<file path="config.mk">
export PLATFORM = sky130hd
export DESIGN_NAME = enemy_laser_scheduler
export DESIGN_NICKNAME = d
export VERILOG_FILES = /design/src/rtl/enemy_laser_scheduler.sv
export SDC_FILE = /design/constraint.sdc
export NUM_CORES = 1
export LEC_CHECK = 0
export CAP_MARGIN = 25
export CELL_PAD_IN_SITES_DETAIL_PLACEMENT = 0
export CELL_PAD_IN_SITES_GLOBAL_PLACEMENT = 1
export CORE_ASPECT_RATIO = 1.1
export CORE_UTILIZATION = 33
export CTS_CLUSTER_DIAMETER = 80
export CTS_CLUSTER_SIZE = 10
export DETAILED_ROUTE_END_ITERATION = 7
export HOLD_SLACK_MARGIN = 0.05
export PLACE_DENSITY = 0.92
export SKIP_CTS_REPAIR_TIMING = 1
export SYNTH_ARGS = -nofsm -noshare
export SYNTH_HDL_FRONTEND = slang
export SYNTH_SLANG_ARGS = --single-unit
</file>
<file path="constraint.sdc">
create_clock -name clk -period 13.4 [get_ports clk]
set_input_delay 2.68 -clock clk [delete_from_list [all_inputs] [get_ports clk]]
set_output_delay 2.68 -clock clk [all_outputs]
set_load 0.02 [all_outputs]
</file>
<file path="src/rtl/enemy_laser_scheduler.sv">
// enemy_laser_scheduler: shares a single enemy laser among 8 enemies.
// A rotating-priority arbiter picks the shooter in IDLE. The laser then
// descends one LASER_STEP per tick until it leaves play. A cooldown
// down-counter keeps the laser unavailable for COOLDOWN_TICKS ticks.
//
// state | meaning
// ------+---------------------------------------------------------------
// IDLE  | no laser in flight; grant the next requester while playing
// FLY   | laser descending one LASER_STEP per tick
// COOL  | laser gone; count down COOLDOWN_TICKS ticks before IDLE
module enemy_laser_scheduler #(
  parameter int COOLDOWN_TICKS = 30,
  parameter int LASER_STEP     = 4,
  parameter int LASER_BOTTOM   = 400,
  parameter int LASER_OFFSET   = 20
) (
  input  logic        clk,
  input  logic        reset,
  input  logic [1:0]  game_state,
  input  logic        tick,
  input  logic [7:0]  req,
  input  logic [79:0] enemy_h_bus,
  input  logic [79:0] enemy_v_bus,
  output logic [7:0]  grant,
  output logic        laser_active,
  output logic [9:0]  laser_h,
  output logic [9:0]  laser_v,
  output logic [1:0]  sched_state
);

  // Counter is at least 8 bits and always wide enough for the reload value.
  localparam int CW = ($clog2(COOLDOWN_TICKS + 1) > 8) ? $clog2(COOLDOWN_TICKS + 1) : 8;

  localparam logic [CW-1:0] COOL_LOAD = CW'(COOLDOWN_TICKS);
  localparam logic [10:0]   STEP_W    = 11'(LASER_STEP);
  localparam logic [10:0]   BOTTOM_W  = 11'(LASER_BOTTOM);
  localparam logic [9:0]    OFFSET_W  = 10'(LASER_OFFSET);

  typedef enum logic [1:0] {
    IDLE = 2'd0,
    FLY  = 2'd1,
    COOL = 2'd2
  } state_t;

  state_t        state_q, state_n;
  logic [2:0]    ptr_q, ptr_n;
  logic [CW-1:0] cnt_q, cnt_n;
  logic [7:0]    grant_q, grant_n;
  logic          active_q, active_n;
  logic [9:0]    lh_q, lh_n;
  logic [9:0]    lv_q, lv_n;

  logic          found;
  logic [2:0]    win;
  logic [2:0]    idx;
  logic [10:0]   sum;
  logic          playing;

  assign playing = (game_state == 2'd1);

  // Rotating-priority search: first set req bit at or above ptr, wrapping.
  always_comb begin
    found = 1'b0;
    win   = 3'd0;
    idx   = 3'd0;
    for (int i = 0; i < 8; i++) begin
      idx = ptr_q + 3'(i);
      if (!found && req[idx]) begin
        found = 1'b1;
        win   = idx;
      end
    end
  end

  // State register and datapath registers.
  always_ff @(posedge clk or posedge reset) begin
    if (reset) begin
      state_q  <= IDLE;
      ptr_q    <= 3'd0;
      cnt_q    <= '0;
      grant_q  <= 8'd0;
      active_q <= 1'b0;
      lh_q     <= 10'd1023;
      lv_q     <= 10'd0;
    end else begin
      state_q  <= state_n;
      ptr_q    <= ptr_n;
      cnt_q    <= cnt_n;
      grant_q  <= grant_n;
      active_q <= active_n;
      lh_q     <= lh_n;
      lv_q     <= lv_n;
    end
  end

  // Next-state and next-register logic; leaving play overrides everything.
  always_comb begin
    state_n  = state_q;
    ptr_n    = ptr_q;
    cnt_n    = cnt_q;
    grant_n  = 8'd0;
    active_n = active_q;
    lh_n     = lh_q;
    lv_n     = lv_q;
    sum      = {1'b0, lv_q} + STEP_W;

    if (!playing) begin
      state_n  = IDLE;
      active_n = 1'b0;
      cnt_n    = '0;
    end else begin
      case (state_q)
        IDLE: begin
          if (found) begin
            grant_n  = 8'd1 << win;
            lh_n     = enemy_h_bus[int'(win)*10 +: 10];
            lv_n     = enemy_v_bus[int'(win)*10 +: 10] + OFFSET_W;
            active_n = 1'b1;
            ptr_n    = win + 3'd1;
            state_n  = FLY;
          end
        end
        FLY: begin
          if (tick) begin
            if (sum >= BOTTOM_W) begin
              active_n = 1'b0;
              cnt_n    = COOL_LOAD;
              state_n  = COOL;
            end else begin
              lv_n = sum[9:0];
            end
          end
        end
        COOL: begin
          if (tick) begin
            if (cnt_q <= CW'(1)) begin
              cnt_n   = '0;
              state_n = IDLE;
            end else begin
              cnt_n = cnt_q - CW'(1);
            end
          end
        end
        default: state_n = IDLE;
      endcase
    end
  end

  // Position outputs are masked whenever no laser is in flight.
  always_comb begin
    grant        = grant_q;
    laser_active = active_q;
    laser_h      = active_q ? lh_q : 10'd1023;
    laser_v      = active_q ? lv_q : 10'd0;
    sched_state  = state_q;
  end

endmodule

</file>
==> flow_summary.json, run 1 <==
{
  "status": "complete, no violations",
  "synth_top_area_share_pct": 16.8,
  "ant_diodes": 0,
  "initial_utilization_pct": 34.1,
  "total_detailed_routing_wirelength_um": 16400,
  "grt_antenna_before_repair": 0,
  "timing.critical_path.to_type": "flop",
  "highest_attainable_clock_frequency_ghz": 0.133,
  "hp-class": "flop to flop",
  "fp.dieH_um": 128,
  "rsz0062_at_grt": "no",
  "timing.final.setup_violations": 0,
  "clkLatencyLatePin_ns": 0.28,
  "worst_setup_path_start_kind": "primary input",
  "peakVddDrop_uv": 357,
  "layout.nets": 973,
  "crit_start": "req[6]",
  "crit_fanout": 33,
  "clock_sinks": 42,
  "drive_above_1_share_pct": 7.87,
  "setup_tns_ns": 0,
  "critical_path.top_delay_family": "simple AND/OR/NAND/NOR gates",
  "syn_area_per_cell_sq_um": 7.72,
  "cts_max_path_buffers": 2,
  "synth_edf_count": 0,
  "drt_pass1_iterations": 5,
  "synth-seq-cells": 42,
  "fin_worst_hold_slack_ns": 0.473,
  "post_synth_main_area_contributors": "sky130_fd_sc_hd__dfrtp_1 17%, sky130_fd_sc_hd__nand2_1 11%, sky130_fd_sc_hd__mux2i_1 9.5%, sky130_fd_sc_hd__mux4_2 7.1%, sky130_fd_sc_hd__dfstp_2 5.5%",
  "rows": 45,
  "first_pass_grt_wire_length_um": 25800,
  "post_route_standard_cell_area_excluding_fillers_sq_um": 7050,
  "grt_overflow": 0,
  "worst_clock_skew_ns": 0.00326,
  "dp_wirelength_um": 12600,
  "post_synth_instance_area_sq_um": 4760,
  "vias": 5172,
  "cp_slowest_cell": "sky130_fd_sc_hd__and2_2",
  "yosysTopAreaCell": "sky130_fd_sc_hd__dfrtp_1",
  "ys.flop_type": "sky130_fd_sc_hd__dfrtp_1",
  "cpPeakStageDelay_ns": 0.74,
  "p_leak_nw": 2.88,
  "fp.coreArea_sq_um": 14000,
  "timing.final.crit_period_ns": 7.55,
  "worst_ep_required_time_ns": 13.62,
  "async_reset_ff_share_pct": 100,
  "port_buffers": 203,
  "syn-instance-count": 616,
  "report.final.slew_viol_count": 0,
  "die_x_um": 116,
  "flow.area_growth_from_synthesis_pct": 48.1,
  "synth_nets": 802,
  "synth_commonest_cells": "137 x sky130_fd_sc_hd__nand2_1, 45 x sky130_fd_sc_hd__mux2i_1, 38 x sky130_fd_sc_hd__a21oi_1, 37 x sky130_fd_sc_hd__o21ai_0, 32 x sky130_fd_sc_hd__dfrtp_1",
  "num_io_pins": 204,
  "synth.lib_cells_used.distinct": 58,
  "avgRoutedWirePerCell_um": 16.8,
  "slew_headroom_pct": 32.2,
  "tritoncts": "built",
  "hold_start": "lh_q[0]",
  "grt_start_max_net_pins": 64,
  "share_of_the_clock_period_used_by_the_worst_path_pct": 56.3,
  "number_of_buffers_inserted_during_clock_tree_synthesis": 5,
  "drt_drc_violations_left": 0,
  "synth.most_common_cell": "sky130_fd_sc_hd__nand2_1",
  "hold_viol_final": 0,
  "die_area_sq_um": 14900,
  "vias_in_the_first_global_route": 4920,
  "clock_tree.root_cell": "sky130_fd_sc_hd__clkbuf_16",
  "setup.worst_path.class": "primary input to flop",
  "cts_htree_levels": 2,
  "placedInstanceArea_sq_um": 6860,
  "first_iter_violations": 450,
  "synthesis_warning_total": 0,
  "place.gp.congestion": 0.897,
  "route.antenna.remaining_nets": 0,
  "clkTransAtPathRegs_ns": 0.06,
  "cell_chain_critical_path": "clkdlybuf4s50_1 > mux2_2 > mux4_2 > o32a_1 > nor3b_2 > o2bb2ai_1 > and2_2 > inv_1 > o32a_1 > nand3_1 > o21ai_1 > or3_1 > nand3_1",
  "cellPowerDensity_nw_per_um2": 302,
  "max_cap_viol_count": 0,
  "crit-reg2reg-launch": "ptr_q[1]",
  "worstPathBufferInverterCount": 2,
  "grt.total_usage_pct": 22.3,
  "synth-seq-area-share_pct": 22.4,
  "timing_worst_slew_pin_value_ns": 1.02,
  "crit_path_arrival_time_ns": 7.77,
  "post_drt_via_cell_ratio": 5.30
}
==> final timing paths <==
check,slack [ns],endpoint,cells after the start
hold reg to reg,0.47,lh_q[0],2
hold / removal,0.47,lh_q[0],2
setup reg to reg,7.49,lv_q[9],13
max in group asynchronous,10.18,lh_q[7],3
setup / recovery,5.85,lv_q[9],13
min in group asynchronous,2.84,grant[5],3
==> cell type report <==
cell class,instances,area (sq um)
Timing Repair Buffer,210,2100
Inverter,17,63.8
Fill cell,1393,6920
Clock buffer,7,133
Tap cell,188,235
Sequential cell,42,1060
Clock inverter,1,30.0
Multi-Input combinational cell,511,3420
==> through the flow <==
stage | power [mW] | setup WS (ns) | cells | utilization [%]
after floorplan | 1.57 | 7.37 | 616 | -
after global placement | 1.96 | 5.75 | 967 | 49.1
after detailed placement | 1.98 | 5.62 | 967 | 49.1
after CTS | 2.12 | 5.89 | 975 | 50.3
after global routing | 2.34 | 5.48 | 976 | 50.5
final | 2.13 | 5.85 | 976 | 50.5
==> sequential cells by signal, summed over array words and instances (netlist names) <==
register / flops
lv_q: 10
lh_q: 10
grant: 8
sched_state: 2
laser_active: 1
cnt_q: 8
ptr_q: 3
==> cell usage in the layout, fill, tap and decap left out, drive strengths merged, types with 7 or more instances in the layout <==
| master | instances |
|---|---|
| dfrtp | 32 |
| dfstp | 10 |
| nand2b | 18 |
| clkbuf | 7 |
| buf | 7 |
| mux2i | 46 |
| xor2 | 8 |
| and2 | 18 |
| a21oi | 39 |
| a211oi | 9 |
| nor2 | 21 |
| o21ai | 39 |
| and3 | 29 |
| nor3 | 19 |
| nand2 | 137 |
| nand3 | 15 |
| ha | 13 |
| mux2 | 12 |
| a311oi | 13 |
| clkdlybuf4s50 | 203 |
| inv | 16 |
| mux4 | 16 |
| a31oi | 17 |
==> cells by family after synthesis <==
family	Yosys count	share of synthesized area (%)
mux	74	20.3
fa+ha+maj	13	3.42
compound gates	141	18.9
buf+inv	63	5.84
simple gates	273	27.3
flops	42	22.4
xor+xnor	10	1.84
==> metal layers <==
layer	vias up	wire (um)	GRT usage, %
met5	-	0	0
met4	0	252	5.05
met3	20	877	3.17
met2	191	7880	36.3
met1	2396	7380	30.9
li1	2565	-	-
==> tightest hold or removal path, delay by kind of cell, from the launching register on <==
kind             cells  cell delay [ns]
flip-flops           1             0.36
AO/OA/AOI/OAI        1             0.06
AND/OR/NAND/NOR      1             0.04
==> report_power, final <==
group	internal [mW]	total (mW)	switching, mW
Combinational	0.716	1.76	1.05
Sequential	0.178	0.229	0.0513
Clock	0.0881	0.136	0.0476
Total	0.982	2.13	1.15
No activity file was read; power rests on OpenSTA's default activity.
==> run 2: changes to the inputs <==
--- a/config.mk
+++ b/config.mk
@@ -9,12 +9,12 @@
 export CELL_PAD_IN_SITES_DETAIL_PLACEMENT = 0
 export CELL_PAD_IN_SITES_GLOBAL_PLACEMENT = 1
 export CORE_ASPECT_RATIO = 1.1
-export CORE_UTILIZATION = 33
+export CORE_UTILIZATION = 31
 export CTS_CLUSTER_DIAMETER = 80
 export CTS_CLUSTER_SIZE = 10
 export DETAILED_ROUTE_END_ITERATION = 7
 export HOLD_SLACK_MARGIN = 0.05
-export PLACE_DENSITY = 0.92
+export PLACE_DENSITY = 0.87
 export SKIP_CTS_REPAIR_TIMING = 1
 export SYNTH_ARGS = -nofsm -noshare
 export SYNTH_HDL_FRONTEND = slang
==> constraint.sdc (replaced) <==
create_clock -name clk -period 7.1 [get_ports clk]
set_input_delay 1.42 -clock clk [delete_from_list [all_inputs] [get_ports clk]]
set_output_delay 1.42 -clock clk [all_outputs]
set_load 0.02 [all_outputs]
==> flow_summary.json, run 2 (synthesis results as in run 1) <==
{
  "tot_pwr_mw": 4.05,
  "timing.critical_path.to_type": "flop",
  "timing.final.crit_period_ns": 5.68,
  "postLayoutSetupSlackWorst_ns": 1.42,
  "p_leak_nw": 2.89,
  "cp_slowest_cell": "sky130_fd_sc_hd__nor3_4",
  "num_io_pins": 204,
  "setup.worst_path.class": "primary input to flop",
  "final-instance-count-excl-fill": 988,
  "critPathMostFrequentCell": "sky130_fd_sc_hd__mux4_2",
  "violations": "design-rule violations",
  "clkLatencyLatePin_ns": 0.28,
  "first_iter_violations": 369,
  "avgRoutedWirePerCell_um": 16.7,
  "peakVddDrop_uv": 485,
  "flow.area_growth_from_synthesis_pct": 48.6,
  "route.antenna.remaining_nets": 0,
  "worst_setup_path_start_kind": "primary input",
  "grt.total_usage_pct": 20.7,
  "initial_utilization_pct": 31.7,
  "place_worst_setup_slack_ns": 1.16,
  "fillerInstances": 1491,
  "cellPowerDensity_nw_per_um2": 573,
  "top_regs": "lh_q: 10 flops, lv_q: 10 flops",
  "ant_diodes": 0,
  "port_buffers": 203,
  "critical_path.top_delay_family": "multiplexers",
  "timing_worst_slew_pin_value_ns": 0.801,
  "fp.dieH_um": 132,
  "clock_tree.root_cell": "sky130_fd_sc_hd__clkbuf_16",
  "clock_sinks": 42,
  "footprint_of_the_multi_input_gates_sq_um": 3420,
  "cell_chain_critical_path": "clkdlybuf4s50_1 > mux2_2 > mux4_2 > o32a_1 > nor2_1 > a21oi_1 > nor3_4 > inv_2 > mux4_2 > mux2i_2 > inv_1 > ha_1 > o2111ai_1 > xor2_1 > o21ai_0",
  "post_route_standard_cell_area_excluding_fillers_sq_um": 7070,
  "place.gp.congestion": 0.853,
  "tritoncts": "built",
  "rows": 47,
  "commonest_cells_after_routing_fill_and_taps_aside": "203 x sky130_fd_sc_hd__clkdlybuf4s50_1, 137 x sky130_fd_sc_hd__nand2_1, 45 x sky130_fd_sc_hd__mux2i_1, 38 x sky130_fd_sc_hd__a21oi_1, 37 x sky130_fd_sc_hd__o21ai_0",
  "number_of_buffers_inserted_during_clock_tree_synthesis": 5,
  "vias_in_the_first_global_route": 4703,
  "grt_antenna_before_repair": 0,
  "share_of_the_clock_period_used_by_the_worst_path_pct": 80.0,
  "timing.final.setup_violations": 0,
  "total_detailed_routing_wirelength_um": 16500,
  "vias": 5189,
  "worst_clock_skew_ns": 0.00757,
  "dp_wirelength_um": 12900,
  "worst_ep_required_time_ns": 7.25,
  "post_drt_via_cell_ratio": 5.25,
  "status": "finished, violations left",
  "cts_max_path_buffers": 2,
  "drt_pass1_iterations": 6,
  "cpPeakStageDelay_ns": 0.69,
  "layout.nets": 977,
  "rsz0062_at_grt": "no",
  "highest_attainable_clock_frequency_ghz": 0.176,
  "place.detailed.instances": 980,
  "die_x_um": 120,
  "fp.coreArea_sq_um": 15000,
  "grt_overflow": 0,
  "hold_viol_final": 0,
  "slew_headroom_pct": 46.4,
  "most_common_library_cell_in_the_layout_ignoring_fill_and_taps": "sky130_fd_sc_hd__clkdlybuf4s50_1",
  "clkTransAtPathRegs_ns": 0.06,
  "drt_drc_violations_left": 2,
  "crit_fanout": 17,
  "crit_path_arrival_time_ns": 5.83,
  "seq_area_sq_um": 1060,
  "hp-class": "flop to flop",
  "drive_above_1_share_pct": 8.33,
  "die_area_sq_um": 15800,
  "placedInstanceArea_sq_um": 6900,
  "worstPathBufferInverterCount": 3,
  "setup_tns_ns": 0,
  "max_cap_viol_count": 0,
  "report.final.slew_viol_count": 0,
  "first_pass_grt_wire_length_um": 25800,
  "grt_start_max_net_pins": 63,
  "cts_htree_levels": 2
}
run 2: changes by cell type in the layout (fill, tap and decap cells not counted):
cell | previous run | this run
sky130_fd_sc_hd__inv_1 | 14 | 15
sky130_fd_sc_hd__buf_16 | 1 | 0
sky130_fd_sc_hd__clkinv_1 | 1 | 0
sky130_fd_sc_hd__buf_4 | 6 | 11
run 2: layer usage:
metal / up-vias / share of wire [%] / track usage (%) / wire length, um
met5: - / 0 / 0 / 0
met4: 0 / 1.5 / 4.17 / 254
met3: 15 / 6.3 / 2.81 / 1040
met2: 199 / 48 / 34.2 / 7940
met1: 2394 / 44 / 28.6 / 7280
li1: 2581 / - / - / -
run 2: worst reg2reg max path, stage by stage (launching register included):
cell and delay (ns):
sky130_fd_sc_hd__dfrtp_1 0.59, sky130_fd_sc_hd__inv_1 0.33, sky130_fd_sc_hd__ha_1 0.82, sky130_fd_sc_hd__mux4_2 0.67
sky130_fd_sc_hd__mux2_2 0.30, sky130_fd_sc_hd__o21ai_0 0.16, sky130_fd_sc_hd__a21oi_1 0.12, sky130_fd_sc_hd__nor3_4 0.69
sky130_fd_sc_hd__inv_2 0.23, sky130_fd_sc_hd__mux4_2 0.50, sky130_fd_sc_hd__mux2i_2 0.24, sky130_fd_sc_hd__inv_1 0.07
sky130_fd_sc_hd__ha_1 0.22, sky130_fd_sc_hd__o2111ai_1 0.24, sky130_fd_sc_hd__xor2_1 0.16, sky130_fd_sc_hd__o21ai_0 0.08
run 2: power breakdown:
group / switching, mW / total [mW] / leakage (nW) / internal, mW
clock: 0.0887 / 0.255 / 0.0781 / 0.166
combinational: 1.99 / 3.36 / 2.29 / 1.38
sequential: 0.0960 / 0.432 / 0.517 / 0.336
run 2: stage by stage:
step / hold slack [ns] / utilization (%)
6_report: 0.473 / 47.1
5_1_grt: 0.499 / 47.1
3_3_place_gp: 0.452 / 46.0
4_1_cts: 0.477 / 47.1
2_1_floorplan: 0.442 / -
3_5_place_dp: 0.466 / 46.0
run 2: worst paths after layout:
check | startpoint | end | slack, ns | cells past startpoint
setup / recovery | req[4] | lv_q[8] | 1.42 | 15
hold reg to reg | lh_q[0] | lh_q[0] | 0.47 | 2
hold / removal | lh_q[0] | lh_q[0] | 0.47 | 2
min in group asynchronous | reset | grant[3] | 1.58 | 3
max in group asynchronous | reset | lh_q[7] | 5.14 | 3
setup reg to reg | ptr_q[1] | lv_q[8] | 1.55 | 15
run 2: layout make-up:
cell class	count	area share, %
well taps	196	3.47
multi-input cells	511	48.3
clock buffers	7	1.88
clock inverters	1	0.425
inverters	17	0.903
repair buffers	214	29.9
flip-flops and latches	42	15.1
